`config.mk`:
```
export PLATFORM = sky130hd
export DESIGN_NAME = irrigation_timer_ctrl
export DESIGN_NICKNAME = d
export VERILOG_FILES = /design/src/rtl/irrigation_pkg.sv /design/src/rtl/irrigation_timer_ctrl_tick_prescaler.sv /design/src/rtl/irrigation_timer_ctrl.sv
export SDC_FILE = /design/constraint.sdc
export NUM_CORES = 1
export LEC_CHECK = 0
export BUFFER_PORTS_ARGS = -buffer_cell sky130_fd_sc_hd__buf_4
export CAP_MARGIN = 10
export CORE_MARGIN = 2
export CORE_UTILIZATION = 44
export CTS_BUF_LIST = sky130_fd_sc_hd__clkbuf_4 sky130_fd_sc_hd__clkbuf_8
export CTS_CLUSTER_SIZE = 12
export DETAILED_ROUTE_END_ITERATION = 8
export SYNTH_ARGS = -nofsm -noshare
export SYNTH_HDL_FRONTEND = slang
export SYNTH_SLANG_ARGS = --single-unit
```
`constraint.sdc`:
```
create_clock -name clk_50mhz -period 2.67 [get_ports clk_50mhz]
set_clock_uncertainty 0.2 [all_clocks]
set_input_delay 0 -clock clk_50mhz [delete_from_list [all_inputs] [get_ports clk_50mhz]]
set_output_delay 0 -clock clk_50mhz [all_outputs]
set_load 0.005 [all_outputs]
```
`src/rtl/irrigation_pkg.sv`:
```
// Shared states, 7-segment codes and helpers for the irrigation sequencer.
// IRRIGATION_RAIN_SENSOR_EN adds the PAUSE state.
package irrigation_pkg;

  localparam int MAX_ZONES = 9;

`ifdef IRRIGATION_RAIN_SENSOR_EN
  typedef enum logic [1:0] {
    ST_IDLE,
    ST_RUN,
    ST_GAP,
    ST_PAUSE
  } state_e;
`else
  typedef enum logic [1:0] {
    ST_IDLE,
    ST_RUN,
    ST_GAP
  } state_e;
`endif

  // Segment order a..g, active-low
  localparam logic [6:0] SEG_DASH = 7'b1111110;
  localparam logic [6:0] SEG_P    = 7'b0011000;

  localparam logic [6:0] SEG_DIGIT [1:9] = '{
    7'b1001111,
    7'b0010010,
    7'b0000110,
    7'b1001100,
    7'b0100100,
    7'b0100000,
    7'b0001111,
    7'b0000000,
    7'b0000100
  };

  function automatic logic [6:0] seg_digit(
    input logic [3:0] d
  );
    logic [6:0] s;
    s = SEG_DASH;
    if (d >= 4'd1 && d <= 4'd9)
      s = SEG_DIGIT[d];
    return s;
  endfunction

  function automatic logic [3:0] lowest_set(
    input logic [MAX_ZONES-1:0] mask
  );
    logic [3:0] idx;
    idx = '0;
    for (int i = MAX_ZONES - 1; i >= 0; i--)
      if (mask[i]) idx = 4'(i);
    return idx;
  endfunction

endpackage

```
`src/rtl/irrigation_timer_ctrl_tick_prescaler.sv`:
```
// Divides the system clock down to the countdown tick.
// Holds its count while en is low; clr returns it to zero.
module tick_prescaler #(
  parameter int DIV = 2
) (
  input  logic clk_50mhz,
  input  logic rst_50mhz,
  input  logic clr,
  input  logic en,
  output logic tick
);

  localparam int W = $clog2(DIV);
  localparam logic [W-1:0] LAST = W'(DIV - 1);

  logic [W-1:0] cnt_q, cnt_d;

  assign tick = en && (cnt_q == LAST);

  always_comb begin
    cnt_d = cnt_q;
    if (clr)
      cnt_d = '0;
    else if (en)
      cnt_d = (cnt_q == LAST) ? '0 : cnt_q + W'(1);
  end

  always_ff @(posedge clk_50mhz or negedge rst_50mhz) begin
    if (!rst_50mhz) cnt_q <= '0;
    else            cnt_q <= cnt_d;
  end

endmodule

```
`src/rtl/irrigation_timer_ctrl.sv`:
```
// Multi-zone irrigation sequencer: waters each latched zone in turn.
// Define IRRIGATION_RAIN_SENSOR_EN for the rain input and PAUSE state.
module irrigation_timer_ctrl
  import irrigation_pkg::*;
#(
  parameter int CLK_HZ  = 50000000,
  parameter int TICK_HZ = 1,
  parameter int SHORT_T = 1800,
  parameter int LONG_T  = 3600,
  parameter int N_ZONES = 4,
  parameter int CNT_W   = 12
) (
  input  logic               clk_50mhz,
  input  logic               rst_50mhz,
`ifdef IRRIGATION_RAIN_SENSOR_EN
  input  logic               rain,
`endif
  input  logic               start_short,
  input  logic               start_long,
  input  logic               stop,
  input  logic [N_ZONES-1:0] zone_en,
  output logic [N_ZONES-1:0] valve,
  output logic               busy,
  output logic [3:0]         zone_idx,
  output logic [CNT_W-1:0]   remaining,
  output logic [0:6]         HEX1
);

  localparam int DIV = CLK_HZ / TICK_HZ;
`ifdef IRRIGATION_RAIN_SENSOR_EN
  localparam int NS = 4;
`else
  localparam int NS = 3;
`endif

  logic [NS-1:0] raw, s1_q, s2_q;
  logic [1:0]    prev_q;

`ifdef IRRIGATION_RAIN_SENSOR_EN
  logic rain_s;
  assign raw    = {rain, stop, start_long, start_short};
  assign rain_s = s2_q[3];
`else
  assign raw = {stop, start_long, start_short};
`endif

  logic ss_e, sl_e, stop_s, go, tick;
  assign ss_e   = s2_q[0] & ~prev_q[0];
  assign sl_e   = s2_q[1] & ~prev_q[1];
  assign stop_s = s2_q[2];

  state_e             state_q, state_d;
  logic [N_ZONES-1:0] mask_q, mask_d, zone_oh;
  logic [CNT_W-1:0]   dur_q, dur_d, rem_q, rem_d, new_dur;
  logic [3:0]         zone_q, zone_d;

  assign zone_oh = N_ZONES'(1) << zone_q;
  assign new_dur = ss_e ? CNT_W'(SHORT_T) : CNT_W'(LONG_T);
`ifdef IRRIGATION_RAIN_SENSOR_EN
  assign go = (ss_e ^ sl_e) && |zone_en && !rain_s;
`else
  assign go = (ss_e ^ sl_e) && |zone_en;
`endif

  tick_prescaler #(.DIV(DIV)) u_presc (
    .clk_50mhz (clk_50mhz),
    .rst_50mhz (rst_50mhz),
    .clr       (state_q == ST_IDLE || state_q == ST_GAP),
    .en        (state_q == ST_RUN),
    .tick      (tick)
  );

  always_comb begin
    state_d = state_q;
    mask_d  = mask_q;
    dur_d   = dur_q;
    zone_d  = zone_q;
    rem_d   = rem_q;
    if (stop_s) begin
      state_d = ST_IDLE;
      mask_d  = '0;
      zone_d  = '0;
      rem_d   = '0;
    end else begin
      case (state_q)
        ST_IDLE: begin
          if (go) begin
            mask_d  = zone_en;
            dur_d   = new_dur;
            rem_d   = new_dur;
            zone_d  = lowest_set(MAX_ZONES'(zone_en));
            state_d = ST_RUN;
          end
        end
        ST_RUN: begin
          if (tick) begin
            rem_d = rem_q - CNT_W'(1);
            if (rem_q == CNT_W'(1)) begin
              mask_d  = mask_q & ~zone_oh;
              state_d = ST_GAP;
            end
          end
`ifdef IRRIGATION_RAIN_SENSOR_EN
          if (rain_s && state_d == ST_RUN)
            state_d = ST_PAUSE;
`endif
        end
        ST_GAP: begin
          if (|mask_q) begin
            zone_d  = lowest_set(MAX_ZONES'(mask_q));
            rem_d   = dur_q;
            state_d = ST_RUN;
          end else begin
            zone_d  = '0;
            state_d = ST_IDLE;
          end
        end
`ifdef IRRIGATION_RAIN_SENSOR_EN
        ST_PAUSE: begin
          if (!rain_s) state_d = ST_RUN;
        end
`endif
        default: state_d = ST_IDLE;
      endcase
    end
  end

  always_ff @(posedge clk_50mhz or negedge rst_50mhz) begin
    if (!rst_50mhz) begin
      s1_q    <= '0;
      s2_q    <= '0;
      prev_q  <= '0;
      state_q <= ST_IDLE;
      mask_q  <= '0;
      dur_q   <= '0;
      zone_q  <= '0;
      rem_q   <= '0;
    end else begin
      s1_q    <= raw;
      s2_q    <= s1_q;
      prev_q  <= s2_q[1:0];
      state_q <= state_d;
      mask_q  <= mask_d;
      dur_q   <= dur_d;
      zone_q  <= zone_d;
      rem_q   <= rem_d;
    end
  end

  assign valve     = (state_q == ST_RUN) ? zone_oh : '0;
  assign busy      = (state_q != ST_IDLE);
  assign zone_idx  = zone_q;
  assign remaining = rem_q;

  always_comb begin
    HEX1 = SEG_DASH;
    case (state_q)
      ST_IDLE:  HEX1 = SEG_DASH;
`ifdef IRRIGATION_RAIN_SENSOR_EN
      ST_PAUSE: HEX1 = SEG_P;
`endif
      default:  HEX1 = seg_digit(zone_q + 4'd1);
    endcase
  end

endmodule
```
==> results.ini <==
[cells_and_area]
drive_gt1_share_pct = 21.8
nets = 429
diodes = 0
final_cells = 507
syn_to_final_growth_pct = 19.9

[worst_hold_path]
hp-class = input pin to asynchronous set/reset pin

[worst_setup_path]
cp-startpoint = u_presc.cnt_q[0]
end_kind = flop
startpoint_type = flop
arrival_ns = 2.55
worstPathRequired_ns = 2.69
crit_path_max_fanout = 9
r2r_start = u_presc.cnt_q[0]
crit_type = flop to flop

[die]
die_x_microns = 91.0
die_h_microns = 91.0
initial_core_util_pct = 45.7
rows = 31
core_sq_mm = 0.00729
dieArea_sq_mm = 0.00828
io_pins = 37

[global_routing]
gr-total-overflow = 0
track_usage_pct = 19.9
antenna_found_initial = 0
grt_max_degree = 58
grt_pass1_vias = 2705
grt_pass1_wl_microns = 13200

[pwr]
peakVddDrop_mv = 0.292
powerDensity_mw_per_mm2 = 853
power.static_leakage_nw = 1.80

[detailed_routing]
vias_per_cell = 5.44
vias = 2759
wl_per_cell_microns = 14.8
drc = 0
drt_iter0_markers = 130
final_antenna_net_count = 0
finalWirelength_microns = 7530
first_pass_iters = 4

[placed_design]
dp.cells = 484
hpwl_microns = 5300
numPortBuffers = 34
gp_congestion = 0.869

[synth]
yosys_most_used_dff = dfrtp_1
synth_seq_cells = 57
synthArstFlopShare_pct = 100
synth_area_leaders = dfrtp_1 43%, ha_1 6.0%, o21ai_0 4.7%
netlist_instances = 351
synth.distinct_cells = 62
syn-cell-area_sq_mm = 0.00333
synth.avg_cell_area_sq_um = 9.49
synth_top_area_share_pct = 42.8
synth-edff-count = 0
yosysSeqAreaShare_pct = 42.8
yosysTopAreaCell = dfrtp_1
yosys_warnings = 0

[timing]
maxSlewViolCount = 0
finalCritPeriodShare_pct = 94.8
slew_headroom_pct = 52.4
hold_violations = 0
setup_violations = 0
timing.final.crit_period_ns = 2.53
rsz0062_at_grt = no
setup-tns-final_ns = 0
fmax_ghz = 0.395
worst_pin_slew_ns = 0.714

[clocking]
path_clk_slew_ns = 0.07
cts.sinks = 57
clk_path_buf_depth = 2
numCtsBuffers = 9
cts_tree = built
clkLatencyLatePin_ns = 0.34
cts_setup_buffers = 0
ctsHtreeMaxLevel = 3
root_buffer = clkbuf_8

[outcome]
status = complete, no violations

[job]
cap_violations = 0

## stage by stage
stage	power [mW]	instance area (sq um)	hold WS, ns	setup slack [ns]	utilization, %
after floorplan	2.14	3330	-0.496	0.341	-
after global placement	2.65	3730	-0.0913	0.212	51.2
after detailed placement	2.66	3730	-0.0897	0.146	51.2
after CTS	3.43	3990	0.0782	0.152	54.7
after global routing	3.67	3990	0.104	0.0236	54.7
final	3.41	3990	0.0547	0.139	54.7
## layout make-up
cell class | count | area [sq um]
Clock buffer | 12 | 165
Clock inverter | 3 | 15.0
Fill cell | 699 | 3300
Inverter | 14 | 52.6
Multi-Input combinational cell | 268 | 1780
Sequential cell | 57 | 1430
Tap cell | 99 | 124
Timing Repair Buffer | 54 | 425
## Yosys cell counts (all sizes together) (8+ instances only)
cell type and n:
dfrtp 57, nor2 38, nand2 35, o21ai 33
ha 16, nand3 15, inv 14, xor2 12
nor3 11, a21oi 10, o31ai 10, clkbuf 8
nand4 8, nor2b 8, xnor2 8
## cells in the final DEF, fill, tap and decap left out, types with 5 or more instances in the layout
cell,count
nand4_1,7
dlygate4sd3_1,8
xor2_1,12
xnor2_1,8
o21ai_0,30
ha_1,16
nand3_1,13
inv_1,12
clkbuf_8,12
nor3_1,10
buf_4,46
dfrtp_1,57
o31ai_1,7
nor2_1,37
nand2_1,35
a21oi_1,10
nand2b_1,5
nor2b_1,8
## routing by layer
metal | part of all wire [%] | vias to the layer above | track usage [%]
met3 | 3.7 | 15 | 3.90
met2 | 46 | 61 | 31.2
li1 | - | 1342 | -
met1 | 48 | 1341 | 27.2
met5 | 0 | - | 0
met4 | 1.9 | 0 | 8.21
## registers in the layout (all words and copies together) (netlist names)
register	count
u_presc.cnt_q	26
remaining	12
mask_q	4
dur_q	3
s1_q	3
s2_q	3
prev_q	2
state_q	2
zone_idx	2
## where the power goes
part	internal, mW	leakage [nW]	total (mW)	switching [mW]
sequential	0.987	0.755	1.13	0.143
combinational	0.641	0.943	1.52	0.882
clock	0.403	0.0980	0.752	0.349
total	2.03	1.80	3.41	1.37
## logic make-up (layout without fill, tap and decap cells)
kind of cell	count (synthesis)	in the layout	share of synthesized area (%)
fa+ha+maj	16	16	6.01
simple gates	151	151	25.7
xor+xnor	20	20	5.26
compound gates	76	76	15.4
mux	3	3	0.977
buf+inv	27	83	3.72
flops	57	57	42.8
other cells	1	2	0.113
## final timing paths
check / slack [ns] / end / depth (start not counted)
max: 0.14 / remaining[5] / 8
min: 0.05 / remaining[6] / 2
max reg2reg: 0.14 / remaining[5] / 8
min reg2reg: 0.15 / s2_q[1] / 0
max in group asynchronous: 1.74 / zone_idx[1] / 2
min in group clk_50mhz: 0.11 / s1_q[2] / 2
## what timing repair did
item                                   in CTS  in global routing
endpoints found under the hold margin      66                  0
hold buffers                                8                  0
setup endpoints to repair                   0                  3
gates resized for setup                     0                  1
## critical path, cell delays in order, from the launching register on
cell and delay, ns:
dfrtp_1 0.39, ha_1 0.30, nand3_4 0.12, or4_4 0.50
o21ai_2 0.20, o211ai_4 0.15, buf_4 0.20, o21ai_0 0.25
o31ai_2 0.10
Note: power is estimated with default switching activity, not from simulation.
